<file path="src/rtl/cv32e40p_rf_ctx_engine.sv">
// cv32e40p_rf_ctx_engine: register file context save/restore sequencer streaming x[FIRST_REG..LAST_REG]
module cv32e40p_rf_ctx_engine #(
  parameter int ADDR_WIDTH = 5,
  parameter int DATA_WIDTH = 32,
  parameter int FIRST_REG  = 1,
  parameter int LAST_REG   = 31
) (
  input  logic                  clk,
  input  logic                  rst,
  input  logic                  save_req_i,
  input  logic                  restore_req_i,
  input  logic                  abort_i,
  output logic                  busy_o,
  output logic                  done_o,
  output logic [DATA_WIDTH-1:0] sig_o,
  output logic [ADDR_WIDTH-1:0] rf_raddr_o,
  input  logic [DATA_WIDTH-1:0] rf_rdata_i,
  output logic                  rf_we_o,
  output logic [ADDR_WIDTH-1:0] rf_waddr_o,
  output logic [DATA_WIDTH-1:0] rf_wdata_o,
  output logic                  tx_valid_o,
  output logic [DATA_WIDTH-1:0] tx_data_o,
  input  logic                  tx_ready_i,
  input  logic                  rx_valid_i,
  input  logic [DATA_WIDTH-1:0] rx_data_i,
  output logic                  rx_ready_o
);
  typedef enum logic [1:0] {IDLE, SAVE, RESTORE, DONE} state_t;
  localparam logic [ADDR_WIDTH:0] FIRST = (ADDR_WIDTH+1)'(FIRST_REG);
  localparam logic [ADDR_WIDTH:0] LAST  = (ADDR_WIDTH+1)'(LAST_REG);
  localparam logic [ADDR_WIDTH:0] ONE   = (ADDR_WIDTH+1)'(1);
  state_t state, state_nx;
  logic [ADDR_WIDTH:0] idx;
  logic words_left, ld, hs, start;
  assign words_left = idx <= LAST;
  assign start = (state == IDLE) && (save_req_i || restore_req_i);
  assign ld = (state == SAVE) && (!tx_valid_o || tx_ready_i) && words_left && !abort_i;
  assign hs = rx_valid_i && rx_ready_o && !abort_i;
  // state register
  always_ff @(posedge clk) begin
    if (rst) state <= IDLE;
    else state <= state_nx;
  end
  // next-state: abort wins over progress, save wins over restore
  always_comb begin
    state_nx = state;
    case (state)
      IDLE:    state_nx = save_req_i ? SAVE : restore_req_i ? RESTORE : IDLE;
      SAVE:    state_nx = abort_i ? IDLE : (tx_valid_o && tx_ready_i && !words_left) ? DONE : SAVE;
      RESTORE: state_nx = abort_i ? IDLE : (hs && idx == LAST) ? DONE : RESTORE;
      default: state_nx = IDLE;
    endcase
  end
  // state-decoded outputs
  always_comb begin
    busy_o     = state != IDLE;
    done_o     = state == DONE;
    rx_ready_o = (state == RESTORE) && words_left;
    rf_raddr_o = (state == SAVE) ? idx[ADDR_WIDTH-1:0] : '0;
  end
  // datapath: index, signature, tx skid register and port B write register
  always_ff @(posedge clk) begin
    if (rst) begin
      idx        <= FIRST;
      sig_o      <= '0;
      tx_valid_o <= 1'b0;
      tx_data_o  <= '0;
      rf_we_o    <= 1'b0;
      rf_waddr_o <= '0;
      rf_wdata_o <= '0;
    end else begin
      rf_we_o    <= hs;
      tx_valid_o <= (state == SAVE && !abort_i) ? (ld || (tx_valid_o && !tx_ready_i)) : 1'b0;
      if (start) begin
        idx   <= FIRST;
        sig_o <= '0;
      end else if (state == DONE || abort_i) begin
        idx <= FIRST;
      end else if (ld) begin
        idx       <= idx + ONE;
        sig_o     <= sig_o ^ rf_rdata_i;
        tx_data_o <= rf_rdata_i;
      end else if (hs) begin
        idx        <= idx + ONE;
        sig_o      <= sig_o ^ rx_data_i;
        rf_waddr_o <= idx[ADDR_WIDTH-1:0];
        rf_wdata_o <= rx_data_i;
      end
    end
  end
endmodule

</file>
<file path="config.mk">
export PLATFORM = sky130hd
export DESIGN_NAME = cv32e40p_rf_ctx_engine
export DESIGN_NICKNAME = d
export VERILOG_FILES = /design/src/rtl/cv32e40p_rf_ctx_engine.sv
export SDC_FILE = /design/constraint.sdc
export NUM_CORES = 1
export LEC_CHECK = 0
export BUFFER_PORTS_ARGS = -buffer_cell sky130_fd_sc_hd__buf_2
export CAP_MARGIN = 20
export CORE_UTILIZATION = 40
export DETAILED_ROUTE_END_ITERATION = 8
export PLACE_DENSITY = 0.78
export SYNTH_ARGS = -nofsm -noshare
export SYNTH_HDL_FRONTEND = slang
export SYNTH_SLANG_ARGS = --single-unit
</file>
<file path="constraint.sdc">
create_clock -name clk -period 2.2 [get_ports clk]
set_input_delay 0.44 -clock clk [delete_from_list [all_inputs] [get_ports clk]]
set_output_delay 0.44 -clock clk [all_outputs]
set_load 0.005 [all_outputs]
</file>
Word level (Yosys, flattened, before mapping) --
Index checks and enable logic that the tools add are counted.
Word-level totals: memory bits (writable) 0, bits in latches 0, input bits 71, output and inout bits 111, word-level logic and storage cells 61, register bits 111, ROM bits 0, memories kept 0
Cells by class: multiplexer cells 12, eq/ne operators 4, add/sub/neg operators 1, divide/modulo/power cells 0, $lt $le $gt $ge 1, $mul 0, reduce and logical (&&, ||, !) cells 29, bitwise operators 6, shift-type cells 0
Operator list (count):
- 2-to-1 mux 32 bit | 2
- bitwise XOR 32 bit | 2
- logical AND 1 bit | 12
- 2-to-1 mux 6 bit | 2
- 2-to-1 mux 2 bit | 5
- adder 6 x 1 -> 6 bit (second input constant) | 1
- == test 6 x 5 -> 1 bit (second input constant) | 1
- <= comparator 6 x 5 -> 1 bit (second input constant) | 1
- case mux 2 bit (3 select lines) | 1
- 2-to-1 mux 5 bit | 1
- == test 2 bit (second input constant) | 2
- logical NOT 1 bit | 4
- logical OR 1 bit | 4
- NOT 1 bit | 4
- AND reduction 4 bit | 1
- nonzero test 2 bit | 2
- OR reduction 2 bit | 2
- AND reduction 3 bit | 1
- OR reduction 3 bit | 1
- == test 2 x 1 -> 1 bit (second input constant) | 1
- logical NOT 2 bit | 1
- AND reduction 2 bit | 1
- 2-to-1 mux 1 bit | 1

Logic depth before layout (Yosys ltp) --
Gate-level depths: netlist of the first run.
depth after elaboration 8, gate-level depth with buffers 6, mapped depth without buffers 4

Worst setup path after synthesis of the first run --
No wires, ideal clock.
path kind reg2reg, start point register state[0], end point register sig_o[20], cell stages (with the launch flop) 6, period minus slack after synthesis 1.494 ns, buffers on the path 2, data required time 2.057 ns, data arrival time 1.351 ns, setup time 0.143 ns, slack 0.706 ns, cell sequence dfxtp_1 buf_2 nor2_1 a21o_1 buf_1 a21oi_2
Between the ends: word-level cells in the longest chain between the ends 6, elaborated cells between the ends (all ways) 17, those cells by class eq/ne (3); mux (1); bitwise (1); reduce/logical (12)
Ends and longest elaborated chain:
- start: declaration | RTL line 32 | state_t state, state_nx;
- start signal: assignment | RTL line 42 | else state <= state_nx;
- == test 2 x 1 -> 1 bit / == test 2 bit (equally long branches) | RTL line 37, 58
- logical AND 1 bit, on equally long branches | RTL line 37, 58
- logical AND 1 bit, on equally long branches (2 in a row) | RTL line 37, 38
- nonzero test 2 bit (no source line)
- AND reduction 2 bit (no source line)
- end signal: assignment | RTL line 81 | sig_o <= sig_o ^ rf_rdata_i;
- end signal: assignment | RTL line 85 | sig_o <= sig_o ^ rx_data_i;
- end: declaration | RTL line 15 | output logic [DATA_WIDTH-1:0] sig_o,
Several ways; a longest one is shown, not always the timed one. A chain may end at the register's enable or synchronous reset.

Final worst setup path of the first run --
start point register state[1], end point output port rx_ready_o
Between the ends: word-level cells in the longest chain between the ends 2
Ends and longest elaborated chain:
- == test 2 bit | RTL line 58 | rx_ready_o = (state == RESTORE) && words_left;
- logical AND 1 bit | RTL line 58
- end: declaration | RTL line 26 | output logic rx_ready_o
Every way passes these cells.

==> results of run 1 <==
-- path summary, 6_finish.rpt --
check | from | cells after the start | slack, ns | end
max | state[1]$_SDFF_PP0_ | 3 | 0.12 | rx_ready_o
min | rf_rdata_i[4] | 3 | 0.37 | tx_data_o[4]$_SDFFE_PP0P_
max reg2reg | state[0]$_SDFF_PP0_ | 3 | 0.36 | sig_o[31]$_SDFFE_PP0P_
min reg2reg | rf_wdata_o[19]$_SDFFE_PP0P_ | 2 | 0.45 | rf_wdata_o[19]$_SDFFE_PP0P_
-- cells in the mapped netlist (2+ instances only) --
cell,count
sky130_fd_sc_hd__dfxtp_1,111
sky130_fd_sc_hd__mux2i_1,3
sky130_fd_sc_hd__a21oi_1,74
sky130_fd_sc_hd__a21boi_0,2
sky130_fd_sc_hd__o21ai_0,4
sky130_fd_sc_hd__nor2_1,5
sky130_fd_sc_hd__a21o_1,33
sky130_fd_sc_hd__and2_1,6
sky130_fd_sc_hd__buf_1,3
sky130_fd_sc_hd__nand2_1,80
sky130_fd_sc_hd__buf_4,2
sky130_fd_sc_hd__clkbuf_1,8
sky130_fd_sc_hd__nand3_1,68
sky130_fd_sc_hd__buf_6,6
sky130_fd_sc_hd__inv_1,2
sky130_fd_sc_hd__nor2b_1,2
sky130_fd_sc_hd__buf_2,16
sky130_fd_sc_hd__nand3_2,30
sky130_fd_sc_hd__nand2b_1,4
sky130_fd_sc_hd__a21oi_2,30
sky130_fd_sc_hd__a2bb2oi_1,2
-- flip-flops by register name, summed over array words and instances, names as in the netlist --
register	flops
idx	6
rf_waddr_o	5
rf_wdata_o	32
rf_we_o	1
sig_o	32
state	2
tx_data_o	32
tx_valid_o	1
-- report_power, final --
| part | switching [uW] | internal (uW) | total (uW) |
|---|---|---|---|
| Combinational | 245 | 176 | 421 |
| Sequential | 35.1 | 2060 | 2090 |
| Clock | 707 | 898 | 1610 |
-- worst max-delay path: stages, from the launching register on --
cell,delay (ns)
sky130_fd_sc_hd__dfxtp_1,0.51
sky130_fd_sc_hd__nor3b_4,0.33
sky130_fd_sc_hd__buf_4,0.30
sky130_fd_sc_hd__buf_2,0.16
-- cells by family (layout without fill, tap and decap cells) --
logic type	Yosys count	after routing	share of synthesized area (%)
AOI/OAI and AO/OA	150	150	21.5
DFF	111	111	48.3
muxes	3	3	0.653
and+or+nand+nor	205	205	24.6
buffers and inverters	37	211	4.60
adders and majority gates	1	1	0.272
-- layout make-up --
class | count | area (um2) | area share (%)
Clock inverter | 4 | 47.5 | 0.805
Sequential cell | 111 | 2220 | 37.6
Timing Repair Buffer | 195 | 1040 | 17.5
Inverter | 2 | 7.51 | 0.127
Clock buffer | 10 | 239 | 4.05
Multi-Input combinational cell | 359 | 2180 | 36.9
Tap cell | 140 | 175 | 2.97
-- per-layer routing --
metal / vias to the layer above / part of all wire [%] / wire [um] / global-route usage (%)
li1: 2114 / - / - / -
met1: 2007 / 43 / 5640 / 26.0
met2: 141 / 48 / 6270 / 37.0
met3: 18 / 7.3 / 953 / 5.80
met4: 2 / 1.2 / 151 / 8.10
met5: - / 0.10 / 13 / 0
-- stage by stage --
step	area, um2	util (%)
2_1_floorplan	4600	-
3_3_place_gp	5620	51.0
3_5_place_dp	5620	51.0
4_1_cts	5910	53.6
5_1_grt	5910	53.6
6_report	5910	53.6
==> run summary, run 1 <==
CTS placed an instance of sky130_fd_sc_hd__clkbuf_16 at the clock tree root. The peak clock frequency supported by timing is 480 MHz. From synthesis to final layout, the design area changed by 28.4%. The largest clock skew in the final design is 0.00743 ns. The initial standard-cell utilization of the core came out at 41.7%. The sum of negative setup slack is 0 ns. The final route contains 4282 vias. Clock-pin slew was measured on the worst setup and hold paths at 0.07 ns.

The overall die width is 109 um. The average wire per cell in the routed design is 15.9 um. The worst hold margin is 0.370 ns. The min-delay analysis places its worst path in the category in2reg. Including well taps, the total number of placed cells is 807. The number of clock sinks seen by CTS came out at 111. The number of standard-cell rows in the floorplan came out at 38. The remaining number of nets flagged by the antenna check after routing is 0. Headroom to the max-slew limit came out at 31.1%.

The worst setup path is launched from a flip-flop. The via count of the first global-routing pass came out at roughly 4200. The count of yosys warnings during synthesis is 0.

Setup slack on the critical path of the routed design comes to 0.116 ns. The pin count of the biggest net entering global routing came out at 74. The most used flip-flop cell after synthesis is sky130_fd_sc_hd__dfxtp_1. The clock latency of the later-clocked register in the worst-skew pair came out at 0.34 ns. The total iterations of the first detailed-routing run came out at 4. The top-level port count came out at 182. The transition time at the pin with the least slew margin is slightly above 1 ns. The post-route minimum period came out at 2.08 ns.

The post-route non-filler standard cell count came out at approximately 820. The layout net count is 750. The layout has 1026 filler cells. The overall routing resource usage is 21.7%. The total routed wirelength came out at 13000 um. The number of gates resized after cts came out at 0.

The proportion of register bits with asynchronous set or reset after synthesis came out at 0%. The post-DP HPWL came out at 9290 um. After synthesis, the cell types taking the most area are sky130_fd_sc_hd__dfxtp_1 (48%), sky130_fd_sc_hd__a21oi_1 (8.1%), sky130_fd_sc_hd__nand3_1 (7.4%), sky130_fd_sc_hd__nand2_1 (6.5%), sky130_fd_sc_hd__nand3_2 (6.5%). Across the run, the number of max-cap violations was 0.

The synthesized instance count is 507. The maximum count of clock buffers along a single path came out at 2. In this run, CTS created clock tree buffers numbering 9.

The library cells used most frequently in the layout, excluding fill and tap cells, are sky130_fd_sc_hd__buf_2 (181), sky130_fd_sc_hd__dfxtp_1 (111), sky130_fd_sc_hd__nand2_1 (79). The vertical die dimension is 109 um. The required time of the critical path came out at ~1.8 ns. The die area is about 12000 um2. The standard cell core area came out at between 10000 and 15000 um2.

The average cell area after synthesis is 9.07 um2. The number of max-slew violations in the final report is 0. The unique cell type count in the Yosys netlist came out at 37. The synthesized flop and latch total came out at roughly 110. The CTS tree is built. The placement-stage worst setup slack came out at roughly 0.32 ns. The leakage power figure came out at roughly 0.0025 uW. The diode insertion count for antenna repair came out at 0. The register area share after synthesis came out at 48.3%. The worst setup path is captured at an output pin. The count of hold-fix buffers inserted at cts came out at 0.

In the routed layout, each cell is associated on average with a via count of 5.22. The number of buffer cells added on primary ports came out at 181. The sum of overflow across all layers after global routing is 0. The library cell occupying the most area in the post-synthesis netlist is sky130_fd_sc_hd__dfxtp_1. The netlist area before placement came out at approximately 4600 um2. Power spread over the standard cell area amounts to 697 nW/um2. The wire length of the first global-routing pass is 20000 um. The net count after synthesis came out at 579. The DRC violation count after routing came out at 0. The final critical path takes up a little over nine tenths of the cycle.

The run finished with clean final reports. The critical path is of the reg2out type. The fraction of final layout cells sized beyond drive strength 1 is 40.8%. The number of synthesized flops with an enable pin came out at 0. The detailed router's first-iteration violation count came out at 282. The signal arrival time at the worst endpoint is approximately 1.6 ns. The total power after layout came out at around 4100 uW. The number of failing setup endpoints in the final timing report came out at 0.

The fraction of synthesized cell area taken by the top area cell type came out at about half. Setup repair after global routing left no endpoint under its margin. In this run the post-CTS setup repair buffer count came out at 0. The final weighted congestion of routability-driven global placement is 0.836. Leaving out fill and tap cells, the most frequent cell in the layout is sky130_fd_sc_hd__buf_2. Of all nets on the critical path, the largest fanout is 17. The number of levels the H-tree was split into came out at 3.

The number of hold-slack violations in the final timing report came out at 0. IR analysis of the VDD net gives a maximum drop of 0.000341 V. The initial antenna violation count came out at 1.
No activity file was read; power rests on OpenSTA's default activity.
==> run 2, diff against run 1 <==
--- a/config.mk
+++ b/config.mk
@@ -12,2 +12,3 @@
 export PLACE_DENSITY = 0.78
+export SLEW_MARGIN = 20
 export SYNTH_ARGS = -nofsm -noshare
==> constraint.sdc (replaced) <==
create_clock -name clk -period 2.2 [get_ports clk]
set_input_delay 0.22 -clock clk [delete_from_list [all_inputs] [get_ports clk]]
set_output_delay 0.22 -clock clk [all_outputs]
set_load 0.005 [all_outputs]
==> run 2 against run 1 <==
Net effect:
- routed wire length rose by 2.2%
- largest cell class unchanged
- largest power group unchanged
- via count grew 2.2%
- clock power shrank 7%
- core utilization fell by 0.23 points
==> run summary, run 2 (same netlist as run 1, synthesis figures left out) <==
The total routed wirelength is 13300 um. The die area came out at 11900 um2. The top-level port count is 182.

Per report_power, the combinational group accounts for 10.7% of the total. The number of standard-cell rows in the floorplan came out at 38. The top cell types in the final layout, fill and taps aside, are sky130_fd_sc_hd__buf_2 (181), sky130_fd_sc_hd__dfxtp_1 (111), sky130_fd_sc_hd__nand2_1 (79). The number of buffer cells added on primary ports is 181.

The final critical-path share of the clock period is roughly 87%. The fraction of final layout cells sized beyond drive strength 1 came out at 40.5%. The peak clock frequency supported by timing came out at 522 MHz. The initial antenna violation count is 0. STA classifies the critical path startpoint as a flip-flop.

The number of gates resized after cts came out at 0. The detail-routed via count per cell is 5.31. The largest clock skew in the final design is 0.00639 ns. The net switching power figure is 980 uW. Timing analysis after detailed placement gives a worst setup slack of roughly 0.44 ns. The first global-routing pass estimated 20600 um of wire. The core region is 11000 um2. STA classifies the critical path endpoint as an output pin. The diode insertion count for antenna repair is 0. The maximum count of clock buffers along a single path came out at 2. The number of levels the H-tree was split into is 3. The overall die width came out at 109 um. The part of the power in the clock network is a little under two fifths. For this run, design rule violations remaining after detail routing come to 0. The layout net count is roughly 750.

The clock-pin transition on the worst setup and hold timing paths came out at about 0.070 ns. The worst hold path belongs to the class in2reg. The number of clock buffers inserted by TritonCTS is 9. Setup violations remaining at the end of the flow were counted as 0. The initial standard-cell utilization of the core is 41.7%. STA puts the critical path data arrival time at 1.69 ns. The CTS tree is built. The layout-stage area growth over the synthesis result is 27.9%. The overall routing resource usage came out at 22.5%. The routed design could run at a clock period as short as 1.91 ns. The detail route stage leaves a number of antenna-violating nets equal to 0.

The post-CTS setup buffer count is 0. In this run the tightest slew margin relative to its limit is 62.7%. The cell count after placement is 809.

The largest individual stage delay along the critical path comes from the cell sky130_fd_sc_hd__dfxtp_1. Sequential cells account for between 50 and 60% of the total power. Across all layers, the routed design uses 4375 vias. The required time of the critical path is 1.98 ns. The post-DP HPWL came out at 9350 um. The total power divided by cell area is 682 nW/um2.

The detailed router's first-iteration violation count is 350. The critical path is of the reg2out type. The buffer type at the clock tree root is sky130_fd_sc_hd__clkbuf_16.

Of all nets on the critical path, the largest fanout is 19. The clock latency of the later-clocked register in the worst-skew pair came out at 0.35 ns. The flow ran to the end, and the final reports show no timing, DRC or antenna violations. The library cell used most frequently in the layout, excluding fill and tap cells, is sky130_fd_sc_hd__buf_2. The number of clock sinks seen by CTS is ~110. The count of max-cap constraint violations is 0. The post-route non-filler standard cell count came out at approximately 800. The vertical die dimension came out at 109 um. After clock tree synthesis, the flow added hold-fix buffers numbering 0. The sum of negative setup slack came out at 0 ns. The switching portion of total power is 24.4%. The transition time at the pin with the least slew margin is 0.560 ns. The least setup slack across all paths after layout came out at 0.286 ns.

The final weighted congestion of routability-driven global placement is 0.815. The maximum VDD drop is about 0.00044 V. The average wire per cell in the routed design came out at 16.2 um.

The largest registers in the layout are rf_wdata_o: 32 flops, sig_o: 32 flops, tx_data_o: 32 flops. The number of max-slew violations in the final report is 0. Traced cell by cell, the critical path runs through nor3b_4 -> buf_4 -> buf_2.

Global routing finished with a remaining overflow of 0. The number of hold-slack violations in the final timing report came to 0. The leakage power figure is 0.00247 uW. The pin count of the biggest net entering global routing is between 40 and 50.

The via count of the first global-routing pass is 4245. Setup repair after global routing left no endpoint under its margin. The total iterations of the first detailed-routing run came out at 5. The cell-internal power is between 3000 and 4000 uW. The delay of the slowest cell on the worst path came out at 0.51 ns.
==> run 2: changes by cell type in the layout (fill, tap and decap cells not counted) <==
cell / previous run / this run
sky130_fd_sc_hd__clkinvlp_4: 1 / 0
sky130_fd_sc_hd__buf_4: 12 / 15
sky130_fd_sc_hd__bufinv_16: 1 / 0
sky130_fd_sc_hd__clkbuf_1: 0 / 4
sky130_fd_sc_hd__buf_12: 2 / 1
sky130_fd_sc_hd__clkinv_2: 2 / 1
==> run 2: layer usage <==
layer	part of all wire [%]	up-vias	GRT usage, %
met3	8.2	13	6.99
li1	-	2125	-
met1	42	2085	26.6
met5	0	-	0
met2	49	152	38.5
met4	1.2	0	7.81
==> run 2: path summary, 6_finish.rpt <==
kind                                   from                         end  slack (ns)  depth (start not counted)
hold reg to reg   tx_data_o[0]$_SDFFE_PP0P_   tx_data_o[0]$_SDFFE_PP0P_        0.45                          2
hold / removal               rf_rdata_i[19]  tx_data_o[19]$_SDFFE_PP0P_        0.14                          3
setup reg to reg        state[0]$_SDFF_PP0_         idx[4]$_SDFFE_PP0P_        0.43                          5
setup / recovery        state[1]$_SDFF_PP0_                  rx_ready_o        0.29                          3
==> run 2: through the flow <==
stage	total power (uW)	instance area [um2]	hold slack (ns)	util [%]
after CTS	4050	5880	0.124	53.3
final	4010	5880	0.141	53.3
after global placement	2550	5620	0.438	51.0
after global routing	4160	5880	0.145	53.3
after detailed placement	2570	5620	0.446	51.0
after floorplan	2370	4600	0.354	-
==> run 2: final cells by class <==
cell class,count,area [um2]
fill,1032,5150
clock buffer,14,254
sequential,111,2220
multi-input combinational,359,2180
clock inverter,1,5.00
tap,140,175
inverter,2,7.51
timing repair buffer,197,1040
==> run 2: worst max-delay path: cells and delay by family, from the launching register on <==
family,cells,cell delay [ns]
buffers and inverters,2,0.50
and+or+nand+nor,1,0.33
DFF,1,0.51
==> run 2: power by group through the flow <==
stage	combinational (uW)	clock [uW]	sequential (uW)
floorplan	238	0	2130
global placement	418	0	2130
detailed placement	427	0	2140
CTS	430	1530	2090
global route	467	1600	2100
finish	428	1490	2090
